File: src/rtl/seq_done_sink_pkg.sv
// Shared types and constants for the sequence-done event sink.
// Default widths here match the seq_logic counter and the sink's default parameters.
package seq_pkg;

  localparam int CNT_W_DEF   = 2;
  localparam int STAMP_W_DEF = 16;

  typedef struct packed {
    logic [CNT_W_DEF-1:0]   count;
    logic [STAMP_W_DEF-1:0] stamp;
  } seq_evt_t;

  // Terminal count of a w-bit up-counter.
  function automatic int unsigned seq_max_count(input int unsigned w);
    return (32'd1 << w) - 32'd1;
  endfunction

endpackage

File: src/rtl/seq_done_sink_if.sv
// Event read-out handshake between the done sink (master) and its reader (slave).
interface seq_done_sink_if
  import seq_pkg::*;
#(
  parameter int CNT_W   = CNT_W_DEF,
  parameter int STAMP_W = STAMP_W_DEF
);

  logic               evt_valid;
  logic               evt_ready;
  logic [CNT_W-1:0]   evt_count;
  logic [STAMP_W-1:0] evt_stamp;

  modport master (
    output evt_valid,
    output evt_count,
    output evt_stamp,
    input  evt_ready
  );

  modport slave (
    input  evt_valid,
    input  evt_count,
    input  evt_stamp,
    output evt_ready
  );

endinterface

File: src/rtl/seq_done_sink_evt_fifo.sv
// Generic show-ahead synchronous FIFO; the head word reads as zero while empty.
// Push while full is accepted only when a pop frees the slot in the same cycle.
module seq_evt_fifo #(
  parameter int WIDTH = 18,
  parameter int DEPTH = 4
) (
  input  logic                       clk,
  input  logic                       reset_n,
  input  logic                       push,
  input  logic                       pop,
  input  logic [WIDTH-1:0]           din,
  output logic [WIDTH-1:0]           dout,
  output logic                       full,
  output logic                       empty,
  output logic [$clog2(DEPTH):0]     occ
);

  localparam int AW    = $clog2(DEPTH);
  localparam int OCC_W = AW + 1;

  logic [WIDTH-1:0] mem [DEPTH];
  logic [AW-1:0]    wr_ptr;
  logic [AW-1:0]    rd_ptr;
  logic             wr_en;
  logic             rd_en;

  assign full  = (occ == OCC_W'(DEPTH));
  assign empty = (occ == '0);
  assign rd_en = pop & ~empty;
  assign wr_en = push & (~full | rd_en);

  always_ff @(posedge clk or negedge reset_n) begin
    if (!reset_n) begin
      wr_ptr <= '0;
      rd_ptr <= '0;
      occ    <= '0;
    end else begin
      if (wr_en) wr_ptr <= wr_ptr + 1'b1;
      if (rd_en) rd_ptr <= rd_ptr + 1'b1;
      case ({wr_en, rd_en})
        2'b10:   occ <= occ + 1'b1;
        2'b01:   occ <= occ - 1'b1;
        default: occ <= occ;
      endcase
    end
  end

  // Storage is not reset; the empty gate on dout hides stale words.
  always_ff @(posedge clk) begin
    if (wr_en) mem[wr_ptr] <= din;
  end

  assign dout = empty ? '0 : mem[rd_ptr];

endmodule

File: src/rtl/seq_done_sink.sv
// Captures one {count, stamp} event per rising edge of done_in and queues it for a reader.
// Optional sequence checker enabled by defining SEQ_DONE_SINK_CHECK_EN.
module seq_done_sink
  import seq_pkg::*;
#(
  parameter int CNT_W   = CNT_W_DEF,
  parameter int STAMP_W = STAMP_W_DEF,
  parameter int DEPTH   = 4,
  parameter int DROP_W  = 8
) (
  input  logic              clk,
  input  logic              reset_n,
  input  logic [CNT_W-1:0]  q_in,
  input  logic              done_in,
  seq_done_sink_if.master   evt,
  output logic              overflow,
  output logic [DROP_W-1:0] drop_cnt,
  output logic              seq_err
);

  localparam int EVT_W = CNT_W + STAMP_W;
  localparam int OCC_W = $clog2(DEPTH) + 1;

  logic               done_q;
  logic [STAMP_W-1:0] stamp;
  logic               push;
  logic               pop;
  logic               drop;
  logic               full;
  logic               empty;
  logic [OCC_W-1:0]   occ;
  logic [EVT_W-1:0]   head;

  assign push = done_in & ~done_q;
  assign pop  = evt.evt_ready & (occ != '0);
  assign drop = push & full & ~pop;

  always_ff @(posedge clk or negedge reset_n) begin
    if (!reset_n) begin
      done_q   <= 1'b0;
      stamp    <= '0;
      overflow <= 1'b0;
      drop_cnt <= '0;
    end else begin
      done_q <= done_in;
      stamp  <= stamp + 1'b1;
      if (drop) begin
        overflow <= 1'b1;
        if (drop_cnt != {DROP_W{1'b1}}) drop_cnt <= drop_cnt + 1'b1;
      end
    end
  end

  seq_evt_fifo #(
    .WIDTH (EVT_W),
    .DEPTH (DEPTH)
  ) u_fifo (
    .clk     (clk),
    .reset_n (reset_n),
    .push    (push & ~drop),
    .pop     (pop),
    .din     ({q_in, stamp}),
    .dout    (head),
    .full    (full),
    .empty   (empty),
    .occ     (occ)
  );

  assign evt.evt_valid = ~empty;
  assign evt.evt_count = head[EVT_W-1:STAMP_W];
  assign evt.evt_stamp = head[STAMP_W-1:0];

`ifdef SEQ_DONE_SINK_CHECK_EN
  logic [CNT_W-1:0] prev_q;
  logic [CNT_W-1:0] prev_inc;
  logic             armed;
  logic             skip;
  logic             bad_done;

  assign prev_inc = prev_q + 1'b1;
  assign skip     = (q_in != prev_inc) && (q_in != prev_q);
  assign bad_done = done_in && (q_in != CNT_W'(seq_max_count(CNT_W)));

  // prev_q is meaningless until one sample has been taken after reset.
  always_ff @(posedge clk or negedge reset_n) begin
    if (!reset_n) begin
      prev_q  <= '0;
      armed   <= 1'b0;
      seq_err <= 1'b0;
    end else begin
      prev_q <= q_in;
      armed  <= 1'b1;
      if (armed && (skip || bad_done)) seq_err <= 1'b1;
    end
  end
`else
  assign seq_err = 1'b0;
`endif

endmodule

File: src/flat_wrapper.sv
// flat-port wrapper written by rule: the top's interface ports become plain ports
module seq_done_sink_flat import seq_pkg::*;
#(
  parameter int CNT_W   = CNT_W_DEF,
  parameter int STAMP_W = STAMP_W_DEF,
  parameter int DEPTH   = 4,
  parameter int DROP_W  = 8
)
  (clk, reset_n, q_in, done_in, overflow, drop_cnt, seq_err, evt_evt_valid, evt_evt_count, evt_evt_stamp, evt_evt_ready);
  seq_done_sink_if #(.CNT_W(CNT_W), .STAMP_W(STAMP_W)) evt_i ();
  input  logic clk;
  input  logic reset_n;
  input  logic [CNT_W-1:0] q_in;
  input  logic done_in;
  output logic overflow;
  output logic [DROP_W-1:0] drop_cnt;
  output logic seq_err;
  output wire logic [$bits(evt_i.evt_valid)-1:0] evt_evt_valid;
  output wire logic [$bits(evt_i.evt_count)-1:0] evt_evt_count;
  output wire logic [$bits(evt_i.evt_stamp)-1:0] evt_evt_stamp;
  input wire logic [$bits(evt_i.evt_ready)-1:0] evt_evt_ready;
  assign evt_evt_valid = evt_i.evt_valid;
  assign evt_evt_count = evt_i.evt_count;
  assign evt_evt_stamp = evt_i.evt_stamp;
  assign evt_i.evt_ready = evt_evt_ready;
  seq_done_sink #(.CNT_W(CNT_W), .STAMP_W(STAMP_W), .DEPTH(DEPTH), .DROP_W(DROP_W)) u_core (.clk(clk), .reset_n(reset_n), .q_in(q_in), .done_in(done_in), .evt(evt_i), .overflow(overflow), .drop_cnt(drop_cnt), .seq_err(seq_err));
endmodule
File: config.mk
export PLATFORM = sky130hd
export DESIGN_NAME = seq_done_sink_flat
export DESIGN_NICKNAME = d
export VERILOG_FILES = /design/src/rtl/seq_done_sink_pkg.sv /design/src/rtl/seq_done_sink_if.sv /design/src/rtl/seq_done_sink_evt_fifo.sv /design/src/rtl/seq_done_sink.sv /design/src/flat_wrapper.sv
export SDC_FILE = /design/constraint.sdc
export NUM_CORES = 1
export LEC_CHECK = 0
export BUFFER_PORTS_ARGS = -buffer_cell sky130_fd_sc_hd__buf_2
export CORE_MARGIN = 4
export CORE_UTILIZATION = 53
export DETAILED_ROUTE_END_ITERATION = 8
export PLACE_DENSITY = 0.85
export SLEW_MARGIN = 20
export SYNTH_ARGS = -nofsm -noshare
export SYNTH_HDL_FRONTEND = slang
export SYNTH_SLANG_ARGS = --single-unit
export TNS_END_PERCENT = 10
File: constraint.sdc
create_clock -name clk -period 1.87 [get_ports clk]
set_input_delay 0.0935 -clock clk [delete_from_list [all_inputs] [get_ports clk]]
set_output_delay 0.0935 -clock clk [all_outputs]
set_load 0.1 [all_outputs]
==> out/results.txt, run 1 <==
Row count: 32
CP max stage cell: dfrtp_1
Slew Limit Fails: 0
# diodes: 0
Layout cells sized above 1: 0.3677
CP peak stage delay: 0.42 ns
WS Path Type: flip-flop to flip-flop
Total GRT Usage: 0.1636
CTS tree: built
Synthesized area: 0.004249 sq mm
Reg-to-Reg Start: u_core.u_fifo.occ[1]
TNS Setup: -0.6199 ns
Starting Density: 0.5470
Worst path required time: 2.11 ns
Hold_sp: evt_evt_ready
Synth-to-layout area growth: 20.47%
H-tree Lvls: 3
Max-cap violations: 0
Critical path origin: u_core.u_fifo.occ[1]
Initial drt markers: 167
Synth Register Bits: 105
Die ar.: 0.009514 sq mm
Skew-Pair Late Insertion Delay: 0.36 ns
Routed WL: 7296 microns
Num CTS Buffers: 9
Vias after detailed routing: 2220
Fmax: 0.5155 GHz
Core area: 0.007767 sq mm
Outcome: complete, but fails checks
Worst min path class: input pin to flip-flop
Fillers: 521
Ports: 35
Cell variety after synth: 30
Clock period minus final worst setup slack: 1.940 ns
Failing checks: setup timing
CTS Root Cell: clkbuf_8
Worst slew pin tran: 0.7560 ns
Pin count of the biggest net entering global routing: 34
Avg Inst Size Synth: 17.34 sq um
CP Capture Type: flip-flop
Period utilization: 1.037
Via density: 5.388
Nets@finish: 319
Residual DRC: 0
Hold Vio Cnt, Final: 0
Longest Clk Path Bufs: 2
Mapped Cells: 245
Antenna viol nets, final: 0
Seq/Total Area, Yosys: 0.7032
DR pass1 iterations: 4
Global-route wire length before repair: 11990 microns
Wire per inst: 17.71 microns
Overflow after GRT: 0
Skew final: 0.01120 ns
Clock slew at reported path FFs: 0.09 ns
Synth warn: 0
RSZ-0062 raised after global routing: yes
Worst Setup Slack, final: -0.06970 ns
Critical Path Start Type: flip-flop
Crit-path max FO: 3
Initial antenna violation count: 0
Gpl congestion: 0.8119
Port Buffers: 33
Syn Nets: 259
Sink Count: 105
Die width: 97.54 microns
Crit path cell chain: buf_4, or3_4, and2_4, ha_4, inv_2, fa_2, xor2_1, nor2_1, xor2_1
Slew headroom: 0.4960
Die Span Y: 97.54 microns
Most frequent cell on the critical path: xor2_1
Post-DP HPWL: 4574 microns
Worst path arrival time: 2.18 ns
Vias in the first global route: 2404
# setup viols final: 19
per-stage QoR:
step / util / setup WS [ns] / instances / hold WS [ns] / instance area [sq um]
finish: 0.6590 / -0.06970 / 412 / 0.1400 / 5119
global route: 0.6590 / -0.1321 / 412 / 0.1235 / 5119
CTS: 0.6522 / -0.1047 / 411 / 0.1105 / 5066
detailed placement: 0.6000 / -0.1481 / 388 / 0.1960 / 4661
global placement: 0.6000 / -0.01482 / 388 / 0.1891 / 4661
floorplan: - / -0.1106 / 245 / -0.2021 / 4280
final timing paths:
check	to	cells after the start	slack (ns)
min in group asynchronous	u_core.overflow	2	0.35
hold / removal	u_core.u_fifo.rd_ptr[0]	3	0.14
hold reg to reg	u_core.overflow	1	0.50
setup reg to reg	u_core.u_fifo.occ[2]	9	-0.07
max in group asynchronous	u_core.drop_cnt[1]	2	0.99
setup / recovery	u_core.u_fifo.occ[2]	9	-0.07
final cells by class:
type | count | area, sq um | area share
multi-input cells | 125 | 1246 | 0.2435
clock buffers | 9 | 123.9 | 0.02420
clock inverters | 7 | 53.80 | 0.01051
flip-flops and latches | 105 | 2999 | 0.5859
well taps | 102 | 127.6 | 0.02493
repair buffers | 56 | 538.0 | 0.1051
inverters | 8 | 30.03 | 0.005867
flip-flops by register name, indices dropped and copies added, names as in the netlist:
register              flops
u_core.done_q             1
u_core.drop_cnt           8
u_core.overflow           1
u_core.stamp             16
u_core.u_fifo.mem        72
u_core.u_fifo.occ         3
u_core.u_fifo.rd_ptr      2
u_core.u_fifo.wr_ptr      2
worst max-delay path: cells and delay by family, from the launching register on:
family | cells | cell delay (ns)
AND/OR/NAND/NOR | 3 | 0.57
flip-flops | 1 | 0.42
adder cells (fa/ha/maj) | 2 | 0.34
XOR/XNOR | 2 | 0.30
buffers and inverters | 2 | 0.20
Yosys cell counts:
library cell / n / area, sq um
edfxtp_1: 72 / 2162
and4_1: 3 / 26.28
dfrtp_1: 33 / 825.8
nand2b_1: 1 / 6.260
nand2_1: 8 / 30.03
nor3b_1: 1 / 7.510
nor2_1: 5 / 18.77
buf_4: 1 / 7.510
nand3_1: 11 / 55.05
or3_1: 1 / 6.260
xnor2_1: 17 / 148.9
o2111ai_1: 1 / 8.760
o211ai_1: 1 / 7.510
clkbuf_1: 2 / 7.510
nor4b_4: 1 / 23.77
or2_2: 1 / 6.260
mux4_2: 18 / 405.4
ha_1: 7 / 87.58
inv_1: 8 / 30.03
mux2_2: 1 / 11.26
and2_1: 24 / 150.1
o21ai_0: 1 / 5.000
and3_1: 5 / 31.28
fa_1: 1 / 20.02
nand4_1: 5 / 31.28
buf_2: 4 / 20.02
mux2_1: 3 / 33.78
xor2_1: 7 / 61.31
conb_1: 1 / 3.750
mux2i_1: 1 / 10.01
cell families (layout without fill, tap and decap cells):
| family | Yosys count | in the layout | synth area share |
|---|---|---|---|
| DFF | 105 | 105 | 0.7032 |
| and+or+nand+nor | 66 | 66 | 0.09246 |
| xor gates and xnor gates | 24 | 24 | 0.04947 |
| muxes | 23 | 23 | 0.1084 |
| buffers and inverters | 15 | 80 | 0.01531 |
| adders and majority gates | 8 | 8 | 0.02532 |
| AOI/OAI and AO/OA | 3 | 3 | 0.005006 |
| other | 1 | 1 | 0.0008825 |
timing repair:
action	in CTS	in global routing
pin swaps	6	6
endpoints found under the setup margin	20	23
hold endpoints to repair	42	0
gates resized for setup	51	15
hold buffers	4	0
setup buffers	3	1
cell usage in the layout, fill, tap and decap left out, types with 2 or more instances in the layout:
master          n
buf_2          14
dfrtp_1        24
inv_6           2
edfxtp_1       72
clkinv_4        2
inv_2           2
clkbuf_8        9
dfrtp_2         9
buf_6          18
and2_1         14
xor2_1          7
inv_1           6
nor2_1          5
buf_4          14
nand2_1         8
and2_4          6
nand3_1        11
and4_1          3
dlygate4sd3_1   4
buf_12          6
and2_2          4
mux4_2         18
and3_1          4
ha_1            6
clkinvlp_4      2
xnor2_1        17
mux2_1          3
nand4_1         5
metal layers:
| layer | vias to the layer above | routed length [microns] | track usage |
|---|---|---|---|
| met5 | - | 0 | 0 |
| met4 | 0 | 121 | 0.06177 |
| met3 | 7 | 243 | 0.03015 |
| met2 | 56 | 3941 | 0.2899 |
| met1 | 1126 | 2989 | 0.1990 |
| li1 | 1031 | - | - |
Power of run 1 is left out: the tool's default activity adds up to more than one toggle a clock period on the data nets, which glitch-free logic cannot reach.
==> inputs of run 2 (changes only) <==
Settings changed: CELL_PAD_IN_SITES_DETAIL_PLACEMENT from default to 0, CELL_PAD_IN_SITES_GLOBAL_PLACEMENT from default to 1, CORE_UTILIZATION 53 to 45, PLACE_DENSITY 0.85 to 0.84.
==> out/results.txt, run 2 (synthesis results as in run 1) <==
CTS tree: built
Slew headroom: 0.4905
Core area: 0.009196 sq mm
Worst path arrival time: 1.87 ns
Row count: 35
Largest Register: u_core.u_fifo.mem
Max-cap violations: 0
Pin count of the biggest net entering global routing: 34
Routed WL: 7322 microns
Clock period minus final worst setup slack: 1.967 ns
Slew Limit Fails: 0
Placed cell count: 398
Residual DRC: 0
Die ar.: 0.01106 sq mm
Skew final: 0.01430 ns
Failing checks: setup timing
Period utilization: 1.052
Via density: 5.224
Outcome: complete, but fails checks
Overflow after GRT: 0
Sink Count: 105
Hold Vio Cnt, Final: 0
Clock slew at reported path FFs: 0.09 ns
Ports: 35
CP Capture Type: output pin
WS Path Type: flip-flop to output pin
Global-route wire length before repair: 12330 microns
Commonest cells after routing, fill and taps aside: edfxtp_1 (72), dfrtp_1 (24), mux4_2 (18)
Synth-to-layout area growth: 21.53%
Wire per inst: 17.43 microns
Nets@finish: 318
Skew-Pair Late Insertion Delay: 0.37 ns
Initial antenna violation count: 0
Critical Path Start Type: flip-flop
Vias in the first global route: 2392
CTS Root Cell: clkbuf_8
Num CTS Buffers: 9
Worst slew pin tran: 0.7643 ns
Longest Clk Path Bufs: 2
Die width: 105.2 microns
Port Buffers: 33
Max reg flops: 72
Gpl congestion: 0.7637
H-tree Lvls: 3
Flip-flop and latch area: 0.002999 sq mm
Worst Setup Slack, final: -0.09679 ns
Fmax: 0.5084 GHz
Final cell count without fillers: 420
Worst min path class: input pin to flip-flop
Regs by FF count: u_core.u_fifo.mem x72, u_core.stamp x16, u_core.drop_cnt x8
Post-DP HPWL: 4653 microns
Crit-path max FO: 5
DR pass1 iterations: 4
Multi-input gate area: 0.001232 sq mm
RSZ-0062 raised after global routing: yes
# setup viols final: 20
Vias after detailed routing: 2194
Antenna viol nets, final: 0
Layout cells sized above 1: 0.3528
Fillers: 722
Commonest non-fill, non-tap cell in the layout: edfxtp_1
Die Span Y: 105.2 microns
Worst path required time: 1.78 ns
# diodes: 0
Starting Density: 0.4620
Total GRT Usage: 0.1456
Initial drt markers: 92
[run 2: cell types whose count changed in the layout (fill, tap and decap cells not counted), sizes merged]
cell	before	now
clkinvlp	2	1
buf	52	50
inv	10	13
clkbuf	9	11
clkinv	3	0
[run 2: through the flow]
stage                      TNS, ns    util  instance area [sq um]  hold WS (ns)  setup WS, ns
after floorplan            -0.2667       -                   4280       -0.2021       -0.1106
after global placement    -0.04205  0.5102                   4692        0.2169      -0.04205
after detailed placement   -0.1027  0.5102                   4692        0.2161       -0.1027
after CTS                   -1.094  0.5539                   5094        0.1324      -0.08732
after global routing        -2.894  0.5615                   5164        0.1285       -0.2006
final                       -1.163  0.5615                   5164        0.1468      -0.09679
[run 2: timing repair]
| action | 4_1_cts | 5_1_grt |
|---|---|---|
| setup buffers | 1 | 0 |
| cloned | 0 | 1 |
| pin swaps | 3 | 0 |
| setup endpoints to repair | 19 | 23 |
| hold endpoints to repair | 42 | 0 |
| hold buffers | 4 | 0 |
| gates resized for setup | 53 | 15 |
[run 2: worst paths after layout]
check                                        startpoint                       to  slack, ns  depth (start not counted)
min in group asynchronous                       reset_n         u_core.stamp[15]       0.32                          2
worst min-delay path                      evt_evt_ready  u_core.u_fifo.rd_ptr[0]       0.15                          3
worst max-delay path            u_core.u_fifo.rd_ptr[0]         evt_evt_stamp[7]       -0.1                          4
worst min register to register          u_core.overflow          u_core.overflow       0.48                          1
max in group asynchronous                       reset_n  u_core.u_fifo.rd_ptr[0]       1.00                          2
worst max register to register     u_core.u_fifo.occ[1]     u_core.u_fifo.occ[2]      -0.06                          9
[run 2: layout make-up]
| cell class | instances | share of cell area |
|---|---|---|
| well taps | 111 | 0.02690 |
| flip-flops and latches | 105 | 0.5808 |
| inverters | 8 | 0.005815 |
| clock inverters | 6 | 0.01090 |
| repair buffers | 55 | 0.1122 |
| clock buffers | 10 | 0.02472 |
| multi-input cells | 125 | 0.2387 |
[run 2: per-layer routing]
layer  vias up  track usage  wire [microns]
met2        52       0.2360            3631
met1      1109       0.1912            3260
met3        11      0.04324             315
met4         0      0.04217             114
li1       1022            -               -
met5         -            0               0
[run 2: critical path: stages, from the launching register on]
cell	delay [ns]
dfrtp_2	0.47
clkbuf_16	0.19
mux4_2	0.50
and2_1	0.18
buf_6	0.18
Power of run 2 is left out for the same reason.
==> inputs of run 3 (changes only) <==
==> constraint.sdc (replaced) <==
create_clock -name clk -period 1.87 [get_ports clk]
set_input_delay 0 -clock clk [delete_from_list [all_inputs] [get_ports clk]]
set_output_delay 0 -clock clk [all_outputs]
set_load 0.1 [all_outputs]
==> out/results.txt, run 3 (synthesis results as in run 1) <==
# setup viols final: 2
Core area: 0.009196 sq mm
Commonest cells after routing, fill and taps aside: edfxtp_1 (72), dfrtp_1 (24), buf_4 (23)
Slew headroom: 0.4933
Max reg flops: 72
CTS tree: built
CP Capture Type: flip-flop
Vias in the first global route: 2397
Post-DP HPWL: 4715 microns
Metal2 WL: 3736 microns
Via density: 5.227
Die width: 105.2 microns
Worst Setup Slack, final: -0.05347 ns
CTS Root Cell: clkbuf_8
Die Span Y: 105.2 microns
Gpl congestion: 0.7554
Layout cells sized above 1: 0.3849
Uppermost layer routed: met4
Residual DRC: 0
Num CTS Buffers: 9
Starting Density: 0.4620
Synth-to-layout area growth: 21.97%
Sink Count: 105
Routed WL: 7212 microns
Regs by FF count: u_core.u_fifo.mem x72, u_core.stamp x16, u_core.drop_cnt x8
Max-cap violations: 0
Die ar.: 0.01106 sq mm
Commonest non-fill, non-tap cell in the layout: edfxtp_1
Longest Clk Path Bufs: 2
Period utilization: 1.029
Hold Vio Cnt, Final: 0
WL met3: 258 microns
Overflow after GRT: 0
Pin count of the biggest net entering global routing: 34
Ports: 35
Fillers: 722
Failing checks: setup timing
Final cell count without fillers: 428
WL met1: 3135 microns
Wire per inst: 16.85 microns
Flip-flop and latch area: 0.003004 sq mm
Nets@finish: 326
Antenna viol nets, final: 0
Port Buffers: 33
Critical Path Start Type: flip-flop
Skew-Pair Late Insertion Delay: 0.36 ns
Initial drt markers: 39
Clock period minus final worst setup slack: 1.923 ns
Worst slew pin tran: 0.7600 ns
Crit-path max FO: 2
WS Path Type: flip-flop to flip-flop
Vias after detailed routing: 2237
Row count: 35
Global-route wire length before repair: 12170 microns
H-tree Lvls: 3
Slew Limit Fails: 0
Total GRT Usage: 0.1433
Skew final: 0.01350 ns
Placed cell count: 402
Initial antenna violation count: 0
Worst min path class: input pin to flip-flop
Outcome: complete, but fails checks
# diodes: 0
Clock slew at reported path FFs: 0.08 ns
Largest Register: u_core.u_fifo.mem
RSZ-0062 raised after global routing: yes
Worst path required time: 2.15 ns
Worst path arrival time: 2.20 ns
Fmax: 0.5199 GHz
Multi-input gate area: 0.001250 sq mm
DR pass1 iterations: 4
-- run 3: layout make-up --
class | count | share of cell area
tap | 111 | 0.02680
clock buffer | 10 | 0.02463
inverter | 8 | 0.005794
sequential | 105 | 0.5797
timing repair buffer | 63 | 0.1120
clock inverter | 6 | 0.009899
multi-input combinational | 125 | 0.2412
-- run 3: path summary, 6_finish.rpt --
path	from	end	slack, ns	cells after the start
worst min register to register	u_core.overflow	u_core.overflow	0.48	1
max in group asynchronous	reset_n	u_core.drop_cnt[1]	1.07	2
worst min-delay path	evt_evt_ready	u_core.u_fifo.rd_ptr[0]	0.12	4
worst max register to register	u_core.u_fifo.occ[1]	u_core.u_fifo.occ[2]	-0.05	9
worst max-delay path	u_core.u_fifo.occ[1]	u_core.u_fifo.occ[2]	-0.05	9
min in group asynchronous	reset_n	u_core.drop_cnt[5]	0.25	2
-- run 3: metrics by stage --
| step | area [sq um] | setup TNS (ns) | worst slack, ns | utilization | hold slack [ns] |
|---|---|---|---|---|---|
| 2_1_floorplan | 4284 | -0.1682 | -0.08840 | - | -0.2956 |
| 3_3_place_gp | 4726 | -0.03869 | -0.03869 | 0.5139 | 0.1068 |
| 3_5_place_dp | 4726 | -0.1074 | -0.1074 | 0.5139 | 0.1171 |
| 4_1_cts | 5106 | -0.07991 | -0.05896 | 0.5552 | 0.09303 |
| 5_1_grt | 5182 | -0.4570 | -0.1440 | 0.5635 | 0.1091 |
| 6_report | 5182 | -0.06221 | -0.05347 | 0.5635 | 0.1236 |
-- run 3: layer usage --
metal / vias to the layer above / GRT usage
met5: - / 0
met4: 0 / 0.03843
met3: 6 / 0.04200
met2: 45 / 0.2470
met1: 1141 / 0.1766
li1: 1045 / -
-- run 3: worst max-delay path, cell delays in order (launching register included) --
cell and delay (ns):
dfrtp_1 0.41, buf_4 0.14, or3_4 0.33, and2_4 0.16, ha_4 0.16, buf_4 0.12, buf_4 0.12, xor2_1 0.14
nor2_1 0.12, xor2_1 0.15
-- run 3: what timing repair did --
action	CTS	global route
resized for setup	41	20
hold buffers	4	0
hold endpoints to repair	42	0
setup endpoints to repair	20	50
gates cloned	0	0
pin swaps	5	6
setup buffers	4	2
Power of run 3 is left out for the same reason.
